<file path="config.mk">
export PLATFORM = sky130hd
export DESIGN_NAME = ps2_key_event_ctrl_flat
export DESIGN_NICKNAME = d
export VERILOG_FILES = /design/src/rtl/ps2_key_event_ctrl_pkg.sv /design/src/rtl/ps2_key_event_ctrl_if.sv /design/src/rtl/ps2_key_event_ctrl_evt_fifo.sv /design/src/rtl/ps2_key_event_ctrl.sv /design/src/flat_wrapper.sv
export SDC_FILE = /design/constraint.sdc
export NUM_CORES = 1
export LEC_CHECK = 0
export CAP_MARGIN = 20
export CORE_MARGIN = 2
export CORE_UTILIZATION = 30
export DETAILED_ROUTE_END_ITERATION = 10
export RECOVER_POWER = 50
export SYNTH_ARGS = -nofsm -noshare
export SYNTH_HDL_FRONTEND = slang
export SYNTH_SLANG_ARGS = --single-unit
</file>
<file path="constraint.sdc">
create_clock -name Clk -period 4.5 [get_ports Clk]
set_input_delay 0.675 -clock Clk [delete_from_list [all_inputs] [get_ports Clk]]
set_output_delay 0.675 -clock Clk [all_outputs]
set_load 0.05 [all_outputs]
</file>
<file path="src/rtl/ps2_key_event_ctrl_pkg.sv">
// rtl/ps2_key_event_ctrl_pkg.sv - shared constants and types for the PS/2 key event sequencer
// Purpose: scan-code prefix values, prefix-decoder state encoding, event word layout.
// Ports: none (package).
package ps2_key_event_ctrl_pkg;

    localparam logic [7:0] SC_EXT = 8'hE0;
    localparam logic [7:0] SC_BRK = 8'hF0;

    // Event word layout: {Ext, Break, Code[7:0]}
    localparam int EVT_W       = 10;
    localparam int EVT_EXT_BIT = 9;
    localparam int EVT_BRK_BIT = 8;
    localparam int EVT_CODE_LO = 0;

    typedef enum logic [1:0] {
        ST_IDLE   = 2'd0,
        ST_EXT    = 2'd1,
        ST_BRK    = 2'd2,
        ST_EXTBRK = 2'd3
    } state_t;

    function automatic logic [EVT_W-1:0] make_evt(input logic ext, input logic brk,
                                                  input logic [7:0] code);
        logic [EVT_W-1:0] e;
        e = '0;
        e[EVT_EXT_BIT]               = ext;
        e[EVT_BRK_BIT]               = brk;
        e[EVT_CODE_LO +: 8]          = code;
        return e;
    endfunction

endpackage

</file>
<file path="src/rtl/ps2_key_event_ctrl_if.sv">
// rtl/ps2_key_event_ctrl_if.sv - scan-byte input and key-event output bundle
// Purpose: groups the receiver-side byte stream and the consumer-side event stream.
// Ports (signals):
//   ScanByte/ScanValid/ScanErr : byte stream from the PS/2 frame receiver
//   EvtData/EvtValid/EvtReady  : key-event queue head with valid/ready handshake
//   Strobe/Overflow/ErrCount   : display strobe, sticky drop flag, error counter
// Modports: master = receiver + consumer side, slave = the sequencer.
interface ps2_key_event_ctrl_if;
    import ps2_key_event_ctrl_pkg::*;

    logic [7:0]       ScanByte;
    logic             ScanValid;
    logic             ScanErr;
    logic [EVT_W-1:0] EvtData;
    logic             EvtValid;
    logic             EvtReady;
    logic             Strobe;
    logic             Overflow;
    logic [7:0]       ErrCount;

    modport master (
        output ScanByte, ScanValid, ScanErr, EvtReady,
        input  EvtData, EvtValid, Strobe, Overflow, ErrCount
    );

    modport slave (
        input  ScanByte, ScanValid, ScanErr, EvtReady,
        output EvtData, EvtValid, Strobe, Overflow, ErrCount
    );

endinterface

</file>
<file path="src/rtl/ps2_key_event_ctrl_evt_fifo.sv">
// rtl/ps2_key_event_ctrl_evt_fifo.sv - synchronous count-based event FIFO with sticky overflow
// Purpose: holds key events until the consumer takes them.
// Ports:
//   Clk, Reset_n          : clock, synchronous active-low reset
//   push, push_data       : write request and word
//   pop_req               : consumer ready; ignored while empty
//   head_data, valid      : head entry (combinational from storage), non-empty flag
//   overflow              : sticky, set when a push is dropped because the FIFO is full
module ps2_evt_fifo #(
    parameter int WIDTH = 10,
    parameter int DEPTH = 4
) (
    input  logic             Clk,
    input  logic             Reset_n,
    input  logic             push,
    input  logic [WIDTH-1:0] push_data,
    input  logic             pop_req,
    output logic [WIDTH-1:0] head_data,
    output logic             valid,
    output logic             overflow
);

    localparam int AW = (DEPTH > 1) ? $clog2(DEPTH) : 1;

    logic [WIDTH-1:0] mem [DEPTH];
    logic [AW-1:0]    wr_ptr;
    logic [AW-1:0]    rd_ptr;
    logic [AW:0]      count;
    logic             full;
    logic             empty;
    logic             do_push;
    logic             do_pop;

    assign full      = (count == (AW+1)'(DEPTH));
    assign empty     = (count == '0);
    assign do_pop    = pop_req & ~empty;
    // A pop in the same cycle frees the slot, so a push into a full FIFO still lands.
    assign do_push   = push & (~full | do_pop);
    assign head_data = mem[rd_ptr];
    assign valid     = ~empty;

    always_ff @(posedge Clk) begin
        if (!Reset_n) begin
            for (int i = 0; i < DEPTH; i++) begin
                mem[i] <= '0;
            end
            wr_ptr   <= '0;
            rd_ptr   <= '0;
            count    <= '0;
            overflow <= 1'b0;
        end else begin
            if (do_push) begin
                mem[wr_ptr] <= push_data;
                wr_ptr      <= wr_ptr + 1'b1;
            end
            if (do_pop) begin
                rd_ptr <= rd_ptr + 1'b1;
            end
            case ({do_push, do_pop})
                2'b10:   count <= count + 1'b1;
                2'b01:   count <= count - 1'b1;
                default: count <= count;
            endcase
            if (push && !do_push) begin
                overflow <= 1'b1;
            end
        end
    end

endmodule

</file>
<file path="src/rtl/ps2_key_event_ctrl.sv">
// rtl/ps2_key_event_ctrl.sv - PS/2 scan-code prefix decoder, repeat filter, event queue and strobe
// Purpose: turns received scan bytes into {Ext, Break, Code} key events, drops typematic
//   repeats of the held key, queues events, and stretches each accepted make into Strobe.
// Ports:
//   Clk, Reset_n : clock, synchronous active-low reset
//   bus (slave)  : ScanByte/ScanValid/ScanErr in, EvtData/EvtValid/EvtReady event
//                  handshake, Strobe, Overflow (sticky), ErrCount (saturating)
module ps2_key_event_ctrl
    import ps2_key_event_ctrl_pkg::*;
#(
    parameter int STROBE_CYCLES   = 10_000_000,
    parameter int FIFO_DEPTH      = 4,
    parameter int SUPPRESS_REPEAT = 1
) (
    input  logic                 Clk,
    input  logic                 Reset_n,
    ps2_key_event_ctrl_if.slave  bus
);

    localparam int              CW          = $clog2(STROBE_CYCLES + 1);
    localparam logic [CW-1:0]   STROBE_LOAD = CW'(STROBE_CYCLES);

    state_t           state;
    state_t           state_nx;
    logic             emit;
    logic             e_ext;
    logic             e_brk;
    logic             proto_err;
    logic             matches_held;
    logic             suppress;
    logic             accept;
    logic             count_err;

    logic             held_valid;
    logic             held_ext;
    logic [7:0]       held_code;
    logic             push_q;
    logic [EVT_W-1:0] push_data_q;
    logic [CW-1:0]    strobe_cnt;
    logic [7:0]       err_cnt;

    // Prefix decode for the byte presented this cycle.
    always_comb begin
        state_nx  = state;
        emit      = 1'b0;
        e_ext     = 1'b0;
        e_brk     = 1'b0;
        proto_err = 1'b0;
        if (bus.ScanValid) begin
            if (bus.ScanErr) begin
                state_nx = ST_IDLE;
            end else begin
                case (state)
                    ST_IDLE: begin
                        if (bus.ScanByte == SC_EXT)      state_nx = ST_EXT;
                        else if (bus.ScanByte == SC_BRK) state_nx = ST_BRK;
                        else                             emit     = 1'b1;
                    end
                    ST_EXT: begin
                        if (bus.ScanByte == SC_BRK) begin
                            state_nx = ST_EXTBRK;
                        end else begin
                            state_nx  = ST_IDLE;
                            proto_err = (bus.ScanByte == SC_EXT);
                            emit      = (bus.ScanByte != SC_EXT);
                            e_ext     = 1'b1;
                        end
                    end
                    ST_BRK, ST_EXTBRK: begin
                        state_nx  = ST_IDLE;
                        proto_err = (bus.ScanByte == SC_EXT) || (bus.ScanByte == SC_BRK);
                        emit      = !proto_err;
                        e_ext     = (state == ST_EXTBRK);
                        e_brk     = 1'b1;
                    end
                    default: state_nx = ST_IDLE;
                endcase
            end
        end
    end

    assign matches_held = held_valid && (held_ext == e_ext) && (held_code == bus.ScanByte);
    assign suppress     = (SUPPRESS_REPEAT != 0) && emit && !e_brk && matches_held;
    assign accept       = emit && !suppress;
    assign count_err    = bus.ScanValid && (bus.ScanErr || proto_err);

    always_ff @(posedge Clk) begin
        if (!Reset_n) begin
            state       <= ST_IDLE;
            held_valid  <= 1'b0;
            held_ext    <= 1'b0;
            held_code   <= '0;
            push_q      <= 1'b0;
            push_data_q <= '0;
            strobe_cnt  <= '0;
            err_cnt     <= '0;
        end else begin
            state       <= state_nx;
            // Push is staged one cycle so the FIFO write lands on the following edge.
            push_q      <= accept;
            push_data_q <= make_evt(e_ext, e_brk, bus.ScanByte);
            if (accept && !e_brk) begin
                held_valid <= 1'b1;
                held_ext   <= e_ext;
                held_code  <= bus.ScanByte;
                strobe_cnt <= STROBE_LOAD;
            end else begin
                if (accept && e_brk && matches_held) begin
                    held_valid <= 1'b0;
                end
                if (strobe_cnt != '0) begin
                    strobe_cnt <= strobe_cnt - 1'b1;
                end
            end
            if (count_err && (err_cnt != 8'hFF)) begin
                err_cnt <= err_cnt + 1'b1;
            end
        end
    end

    ps2_evt_fifo #(
        .WIDTH (EVT_W),
        .DEPTH (FIFO_DEPTH)
    ) u_fifo (
        .Clk       (Clk),
        .Reset_n   (Reset_n),
        .push      (push_q),
        .push_data (push_data_q),
        .pop_req   (bus.EvtReady),
        .head_data (bus.EvtData),
        .valid     (bus.EvtValid),
        .overflow  (bus.Overflow)
    );

    assign bus.Strobe   = (strobe_cnt != '0);
    assign bus.ErrCount = err_cnt;

endmodule

</file>
<file path="src/flat_wrapper.sv">
// flat-port wrapper written by rule: the top's interface ports become plain ports
module ps2_key_event_ctrl_flat import ps2_key_event_ctrl_pkg::*;
#(
    parameter int STROBE_CYCLES   = 10_000_000,
    parameter int FIFO_DEPTH      = 4,
    parameter int SUPPRESS_REPEAT = 1
)
  (Clk, Reset_n, bus_ScanByte, bus_ScanValid, bus_ScanErr, bus_EvtReady, bus_EvtData, bus_EvtValid, bus_Strobe, bus_Overflow, bus_ErrCount);
  ps2_key_event_ctrl_if bus_i ();
  input  logic Clk;
  input  logic Reset_n;
  input wire logic [$bits(bus_i.ScanByte)-1:0] bus_ScanByte;
  input wire logic [$bits(bus_i.ScanValid)-1:0] bus_ScanValid;
  input wire logic [$bits(bus_i.ScanErr)-1:0] bus_ScanErr;
  input wire logic [$bits(bus_i.EvtReady)-1:0] bus_EvtReady;
  output wire logic [$bits(bus_i.EvtData)-1:0] bus_EvtData;
  output wire logic [$bits(bus_i.EvtValid)-1:0] bus_EvtValid;
  output wire logic [$bits(bus_i.Strobe)-1:0] bus_Strobe;
  output wire logic [$bits(bus_i.Overflow)-1:0] bus_Overflow;
  output wire logic [$bits(bus_i.ErrCount)-1:0] bus_ErrCount;
  assign bus_i.ScanByte = bus_ScanByte;
  assign bus_i.ScanValid = bus_ScanValid;
  assign bus_i.ScanErr = bus_ScanErr;
  assign bus_i.EvtReady = bus_EvtReady;
  assign bus_EvtData = bus_i.EvtData;
  assign bus_EvtValid = bus_i.EvtValid;
  assign bus_Strobe = bus_i.Strobe;
  assign bus_Overflow = bus_i.Overflow;
  assign bus_ErrCount = bus_i.ErrCount;
  ps2_key_event_ctrl #(.STROBE_CYCLES(STROBE_CYCLES), .FIFO_DEPTH(FIFO_DEPTH), .SUPPRESS_REPEAT(SUPPRESS_REPEAT)) u_core (.Clk(Clk), .Reset_n(Reset_n), .bus(bus_i));
endmodule
</file>
==> impl_metrics.toml, run 1 <==
[clocking]
ctsRootBufferMaster = "clkbuf_16"
cts.sinks = 105
clock_path_buffers = 2
clk_pin_slew_worst_paths_ps = 80
hold_buffers = 0
post_cts_resized = 0
numCtsBuffers = 9
cts_setup_buffers = 0
cts_tree = "built"
htree_levels = 3
clk-insertion-delay-late_ps = 350

[final_layout]
register_area_um2 = 2500
syn_to_final_growth_pct = 17.1
finalNetCount = 516
fillers = 1594
layout.cells.most_common = "dfxtp_1"
num_antenna_cells = 0
stdcell_area_um2 = 5700
final_util_pct = 35.9
drive_above_1_share_pct = 8.71
fin_cells = 721
final_cell_mix = "dfxtp_1 (65), nor2_1 (43), edfxtp_1 (40)"
multi_input_area_um2 = 2160

[routing]
drcViolationCount = 0
drt_iter0_drc = 202
antenna_left = 0
viasPerCell = 4.80
wl_met1_mm = 4.67
met2_length_mm = 5.01
firstDrtPassIters = 5
dr_total_vias = 3460
wl_per_cell_um = 14.2
routed-wl-met3_um = 469
top_layer = "met4"
routed_wl_mm = 10.2

[global_routing]
antenna_found_initial = 0
grt_pass1_wl_mm = 17.2
grt_pass1_vias = 3494
overflow = 0
track_usage_pct = 12.1
grt_max_degree = 46

[power_and_ir_drop]
max-vdd-ir-drop_v = 0.000203
power.total_mw = 2.86
p_leak_nw = 2.04
power_density_nw_per_um2 = 503

[synth]
synth.distinct_cells = 62
syn_avg_cell_area_um2 = 10.3
synth_nets = 489
ys_ff_latch = 105
yosys_warnings = 0
syn_area_um2 = 4870
synth_edf_count = 40
synth-async-reset-ratio_pct = 0
synthCells = 473
ys_seq_area_share_pct = 51.4
synth-main-ff-cell = "dfxtp_1"

[placement]
dp_cells = 705
dpl.hpwl_mm = 7.10
port_buffers = 33
postPlaceCellArea_um2 = 5410
gp_congestion = 0.805

[die]
die_w_um = 131
num_rows = 46
initial_utilization_pct = 30.6
dieArea_um2 = 17300
core_area_um2 = 15900
die_h_um = 131
ios = 34

[timing]
relSlewSlack_pct = -1.42
tightest_slew_ps = 1520
grt_setup_unrepaired = "no"
fin_crit_ps = 3520
hold_viol_final = 0
finClkSkew_ps = 8.67
period_share_pct = 78.1
setup_viol = 0
slew_violations = 35
maxClockFrequency_mhz = 284
setup_tns_ps = 0

[outcome]
outcome = "finished, violations left"
violations = "capacitance limit, slew limit"

[setup_path]
critPathRequiredTime_ps = 3830
cp-start-kind = "flip-flop"
critPathCaptureType = "output pin"
critPathMaxFanout = 8
path_class = "reg2out"
arrival_ps = 2840

[min_path]
holdCritPathClass = "reg2reg"

[job]
cap_violations = 1
[Yosys cell counts, types with 3 or more instances]
library cell | number | area share, %
a211oi_1 | 5 | 0.77
a21boi_0 | 3 | 0.46
a21oi_1 | 8 | 0.82
and2_1 | 20 | 2.6
and3_1 | 5 | 0.64
clkbuf_1 | 20 | 1.5
dfxtp_1 | 65 | 27
edfxtp_1 | 40 | 25
inv_1 | 23 | 1.8
mux2i_1 | 4 | 0.82
mux4_2 | 10 | 4.6
nand2_1 | 34 | 2.6
nand2b_1 | 14 | 1.8
nand3_1 | 11 | 1.1
nand4_1 | 5 | 0.64
nor2_1 | 43 | 3.3
nor2b_1 | 4 | 0.51
nor3_1 | 22 | 2.3
nor4_1 | 9 | 1.2
o211ai_1 | 13 | 2.0
o21a_1 | 3 | 0.46
o21ai_0 | 25 | 2.6
o21ai_1 | 4 | 0.41
or3_1 | 3 | 0.39
or4_1 | 8 | 1.2
xnor2_1 | 5 | 0.90
xor2_1 | 25 | 4.5
[final cells by class]
cell class	count	share of cell area [%]
clock buffer	9	3.95
clock inverter	7	1.32
inverter	24	1.58
tap	216	4.74
timing repair buffer	41	6.59
multi-input combinational	319	37.9
sequential	105	43.9
[state kept, by name (all words and copies together), names as in the netlist, 2 cells and up, named ones only]
signal and flops:
u_core.state 2, u_core.push_data_q 10, u_core.bus.ErrCount 8, u_core.u_fifo.count 3, u_core.held_code 8, u_core.strobe_cnt 24, u_core.u_fifo.rd_ptr 2, u_core.u_fifo.wr_ptr 2
u_core.u_fifo.mem 40
[metal layers]
layer | vias up | track usage [%]
met5 | - | 0
met4 | 0 | 3.08
met3 | 7 | 2.97
met2 | 60 | 21.0
met1 | 1642 | 15.1
li1 | 1751 | -
[critical path: stages (launching register included)]
cell and delay (ps):
dfxtp_1 380, or4_1 700, nor4_4 510, nand2b_1 170
clkdlybuf4s50_1 730
[report_power, final]
group          switching (mW)  internal [mW]
sequential              0.133           1.09
combinational           0.512          0.355
clock                   0.381          0.395
total                    1.03           1.84
[through the flow]
stage | hold slack, ps | setup WS [ps]
after floorplan | 448 | 2020
after global placement | 456 | 1310
after detailed placement | 469 | 1250
after CTS | 480 | 978
after global routing | 501 | 844
final | 474 | 984
[path summary, 6_finish.rpt]
check / from / endpoint / slack (ps) / cells after the start
max: u_core.strobe_cnt[3] / bus_Strobe / 980 / 4
min: u_core.held_code[6] / u_core.held_code[6] / 470 / 2
max reg2reg: u_core.push_q / u_core.u_fifo.mem[0][5] / 1900 / 5
min reg2reg: u_core.held_code[6] / u_core.held_code[6] / 470 / 2
[cells by family after synthesis]
| kind of cell | Yosys count | synth area share [%] |
|---|---|---|
| simple gates | 194 | 22.0 |
| flops | 105 | 51.4 |
| compound gates | 77 | 10.4 |
| buf+inv | 49 | 4.19 |
| xor+xnor | 30 | 5.40 |
| mux | 15 | 5.68 |
| fa+ha+maj | 3 | 0.925 |
(Power assumes the default switching activity.)
==> run 2, diff against run 1 <==
==> constraint.sdc (replaced) <==
create_clock -name Clk -period 3.54 [get_ports Clk]
set_input_delay 0.531 -clock Clk [delete_from_list [all_inputs] [get_ports Clk]]
set_output_delay 0.531 -clock Clk [all_outputs]
set_load 0.05 [all_outputs]
==> run 2 against run 1 <==
The run now ends clean. Cell area is essentially flat. Combinational power is 27% higher. Sequential cell count is the same. Clock skew is essentially flat. First-iteration DRC count up 21%. Total power up 27%. Setup slack got worse by 630 ps. Register-to-register slack worse by 800 ps. Routed wire length grew 1.3%. Critical path depth unchanged.
==> impl_metrics.toml, run 2 (synthesis results as in run 1) <==
[outcome]
outcome = "finished, final reports clean"

[power_and_ir_drop]
max-vdd-ir-drop_v = 0.000246
power_density_nw_per_um2 = 637
p_clk_share_pct = 26.7
p_leak_nw = 2.04
swShare_pct = 35.8
comb_power_share_pct = 30.4
internal_power_mw = 2.33
switchingPower_mw = 1.30
power.total_mw = 3.63
seq_power_share_pct = 42.9

[placement]
port_buffers = 33
place_ws_ps = 490
gp_congestion = 0.815
dpl.hpwl_mm = 7.24

[final_layout]
top_regs = "u_core.u_fifo.mem (40), u_core.strobe_cnt (24), u_core.push_data_q (10)"
final_cell_mix = "dfxtp_1 (65), nor2_1 (43), edfxtp_1 (40)"
syn_to_final_growth_pct = 17.0
layout.cells.most_common = "dfxtp_1"
drive_above_1_share_pct = 9.07
largest-register = "u_core.u_fifo.mem"
finalNetCount = 518
largest_reg_flops = 40
num_antenna_cells = 0

[routing]
antenna_left = 0
dr_total_vias = 3497
drcViolationCount = 0
viasPerCell = 4.84
wl_per_cell_um = 14.3
routed_wl_mm = 10.3
firstDrtPassIters = 4
drt_iter0_drc = 244

[die]
core_area_um2 = 15900
die_w_um = 131
die_h_um = 131
initial_utilization_pct = 30.6
dieArea_um2 = 17300
num_rows = 46
ios = 34

[timing]
slew_violations = 0
tightest_slew_ps = 736
finClkSkew_ps = 8.86
setup_tns_ps = 0
setup_viol = 0
maxClockFrequency_mhz = 314
fin_ws_ps = 353
grt_setup_unrepaired = "no"
relSlewSlack_pct = 50.9
fin_crit_ps = 3190
period_share_pct = 90.0
hold_viol_final = 0

[setup_path]
arrival_ps = 2660
critPathMaxFanout = 7
crit_family = "simple AND/OR/NAND/NOR gates"
critPathRequiredTime_ps = 3010
r2r_slack_ps = 1100
path_class = "reg2out"
cp-start-kind = "flip-flop"
path_cells = "or4_1 > nor4_4 > nand2b_1 > clkdlybuf4s50_1"
cp.depth = 4
critPathBufInv = 1
critPathCaptureType = "output pin"
cp_slowest_stage_delay_ps = 730
cp_slowest_cell = "clkdlybuf4s50_1"
reg2regPathDepth = 5

[clocking]
clk-insertion-delay-late_ps = 350
htree_levels = 3
post_cts_resized = 0
clock_path_buffers = 2
cts_setup_buffers = 0
cts.sinks = 105
ctsRootBufferMaster = "clkbuf_16"
cts_tree = "built"
numCtsBuffers = 9
hold_buffers = 0
clk_pin_slew_worst_paths_ps = 70

[min_path]
min_path_cells = 2
holdCritPathClass = "reg2reg"

[global_routing]
track_usage_pct = 12.6
antenna_found_initial = 0
overflow = 0
grt_max_degree = 45
grt_pass1_vias = 3507
grt_pass1_wl_mm = 17.5

[job]
cap_violations = 0
[run 2: cell count changes in the layout (fill, tap and decap cells not counted), sizes merged]
cell           before  now
clkinv              3    1
clkbuf             13   12
clkinvlp            1    3
clkdlybuf4s50      21   22
buf                 4    7
dlygate4sd3        12   11
[run 2: power by group through the flow]
stage | Clock [mW] | Sequential [mW] | Combinational, mW
floorplan | 0 | 1.50 | 0.899
global placement | 0 | 1.58 | 1.09
detailed placement | 0 | 1.59 | 1.11
CTS | 0.997 | 1.56 | 1.12
global route | 1.05 | 1.59 | 1.21
finish | 0.968 | 1.56 | 1.10
[run 2: path summary, 6_finish.rpt]
path | to | startpoint
worst max register to register | u_core.u_fifo.mem[0][6] | u_core.push_q
worst max-delay path | bus_Strobe | u_core.strobe_cnt[3]
worst min register to register | u_core.held_code[0] | u_core.held_code[0]
worst min-delay path | u_core.held_code[0] | u_core.held_code[0]
[run 2: final cells by class]
cell class | instances | area, µm²
clock inverters | 7 | 60.1
repair buffers | 43 | 394
clock buffers | 9 | 225
multi-input cells | 319 | 2150
inverters | 24 | 90.1
fillers | 1612 | 10200
flip-flops and latches | 105 | 2500
well taps | 216 | 270
[run 2: layer usage]
layer	global-route usage, %	part of all wire, %
met1	15.1	45
met2	22.1	50
met3	3.59	4.3
met5	0	0
met4	2.96	1.2
[run 2: metrics by stage]
step / instance area (µm²) / utilization, % / instances / hold slack [ps]
floorplan: 4870 / - / 473 / 448
global placement: 5430 / 34.2 / 707 / 457
detailed placement: 5430 / 34.2 / 707 / 467
CTS: 5710 / 36.0 / 723 / 477
global route: 5700 / 35.9 / 723 / 493
finish: 5700 / 35.9 / 723 / 472
[run 2: worst min-delay path: stages, from the launching register on]
cell and delay, ps:
dfxtp_1 320, nand2_1 50, o21ai_0 60
==> run 3, diff against run 2 <==
==> constraint.sdc (replaced) <==
create_clock -name Clk -period 3.3 [get_ports Clk]
set_input_delay 0.495 -clock Clk [delete_from_list [all_inputs] [get_ports Clk]]
set_output_delay 0.495 -clock Clk [all_outputs]
set_load 0.05 [all_outputs]
==> run 3 against run 2 <==
Sequential cell count did not move. Clock power rose by 2.7%. Clock skew barely moved. Global-route usage fell by 0.20 points. Final cell count rose by 0.55%. Total power rose by 6.1%. Die area did not move.
==> impl_metrics.toml, run 3 (synthesis results as in run 1) <==
[outcome]
outcome = "finished, final reports clean"

[setup_path]
path_class = "reg2out"
reg2regPathDepth = 5
reg2reg_from = "u_core.strobe_cnt[12]"
critPathRequiredTime_ps = 2800
cp_slowest_stage_delay_ps = 720
cp_slowest_cell = "clkdlybuf4s50_1"
r2r-end = "u_core.strobe_cnt[21]"
critPathCaptureType = "output pin"
cp-start-kind = "flip-flop"
arrival_ps = 2570
r2r_slack_ps = 1110
critPathMaxFanout = 7
path_cells = "or4_1 > nor4_4 > nand2b_1 > clkdlybuf4s50_1"

[timing]
period_share_pct = 92.9
hold_viol_final = 0
setup_viol = 0
finClkSkew_ps = 8.85
setup_tns_ps = 0
relSlewSlack_pct = 31.5
fin_crit_ps = 3060
maxClockFrequency_mhz = 326
tightest_slew_ps = 1020
timing.hold.ws_ps = 475
slew_violations = 0
grt_setup_unrepaired = "no"

[placement]
port_buffers = 33
gp_congestion = 0.828
dpl.hpwl_mm = 7.11

[global_routing]
grt_pass1_wl_mm = 17.4
track_usage_pct = 12.3
gr-max-usage-layer = "met2"
grt_pass1_vias = 3483
antenna_found_initial = 0
grtUsageMet2_pct = 20.8
overflow = 0
gr-usage-met3_pct = 3.13
grt_max_degree = 45
met1_usage_pct = 15.6

[clocking]
hold_buffers = 0
post_cts_resized = 0
cts.sinks = 105
clk-insertion-delay-late_ps = 340
clock_path_buffers = 2
cts_tree = "built"
htree_levels = 3
ctsRootBufferMaster = "clkbuf_16"
cts_setup_buffers = 0
numCtsBuffers = 9
clk_pin_slew_worst_paths_ps = 70

[final_layout]
top_regs = "u_core.u_fifo.mem (40), u_core.strobe_cnt (24), u_core.push_data_q (10)"
num_antenna_cells = 0
final_cell_mix = "dfxtp_1 (65), nor2_1 (43), edfxtp_1 (40)"
drive_above_1_share_pct = 9.20
register_area_um2 = 2500
fillers = 1634
largest_reg_flops = 40
final_util_pct = 36.0
largest-register = "u_core.u_fifo.mem"
multi_input_area_um2 = 2150
finalNetCount = 522
syn_to_final_growth_pct = 17.4
layout.cells.most_common = "dfxtp_1"

[die]
die_h_um = 131
initial_utilization_pct = 30.6
num_rows = 46
dieArea_um2 = 17300
core_area_um2 = 15900
die_w_um = 131
ios = 34

[min_path]
holdCritPathClass = "reg2reg"
min_to = "u_core.held_code[3]"
min_path_cells = 2
holdCritStartpoint = "u_core.held_code[3]"

[power_and_ir_drop]
max-vdd-ir-drop_v = 0.000289
p_leak_nw = 2.06
power_density_nw_per_um2 = 674

[routing]
firstDrtPassIters = 5
dr_total_vias = 3485
drcViolationCount = 0
antenna_left = 0
wl_per_cell_um = 14.0
drt_iter0_drc = 302
viasPerCell = 4.79
routed_wl_mm = 10.2

[job]
cap_violations = 0
run 3: per-stage QoR:
stage                     worst slack (ps)  total power, mW  instance area, µm²  instances
after floorplan                       1000             2.58                4870        473
after global placement                 530             2.89                5460        711
after detailed placement               472             2.90                5460        711
after CTS                              208             3.90                5740        727
after global routing                   128             4.09                5710        727
final                                  236             3.85                5710        727
run 3: per-layer routing:
layer / wire length [µm] / vias to the layer above
li1: - / 1760
met1: 4710 / 1657
met2: 4970 / 58
met3: 410 / 10
met4: 97 / 0
met5: 0 / -
run 3: layout make-up:
class / count / share of cell area (%)
clock inverters: 6 / 0.876
inverters: 24 / 1.58
multi-input cells: 319 / 37.7
repair buffers: 47 / 7.29
clock buffers: 10 / 4.01
well taps: 216 / 4.73
flip-flops and latches: 105 / 43.8
run 3: worst max path at each step:
stage                               startpoint              endpoint  slack [ps]  depth (start not counted)
after floorplan           u_core.strobe_cnt[3]            bus_Strobe        1000                          4
after global placement         bus_ScanByte[0]  u_core.strobe_cnt[4]         530                          8
after detailed placement         bus_ScanValid   u_core.held_code[5]         470                          7
after CTS                 u_core.strobe_cnt[3]            bus_Strobe         210                          4
after global routing      u_core.strobe_cnt[3]            bus_Strobe         130                          4
final                     u_core.strobe_cnt[3]            bus_Strobe         240                          4
run 3: power by group:
group          switching (mW)  total, mW  internal [mW]
combinational           0.724       1.23          0.502
clock                   0.471      0.994          0.523
sequential              0.148       1.63           1.48
total                    1.34       3.85           2.51
run 3: worst max-delay path: cells and delay by family, from the launching register on:
| family | cells | cell delay, ps |
|---|---|---|
| buf+inv | 1 | 720 |
| flops | 1 | 370 |
| simple gates | 3 | 1150 |
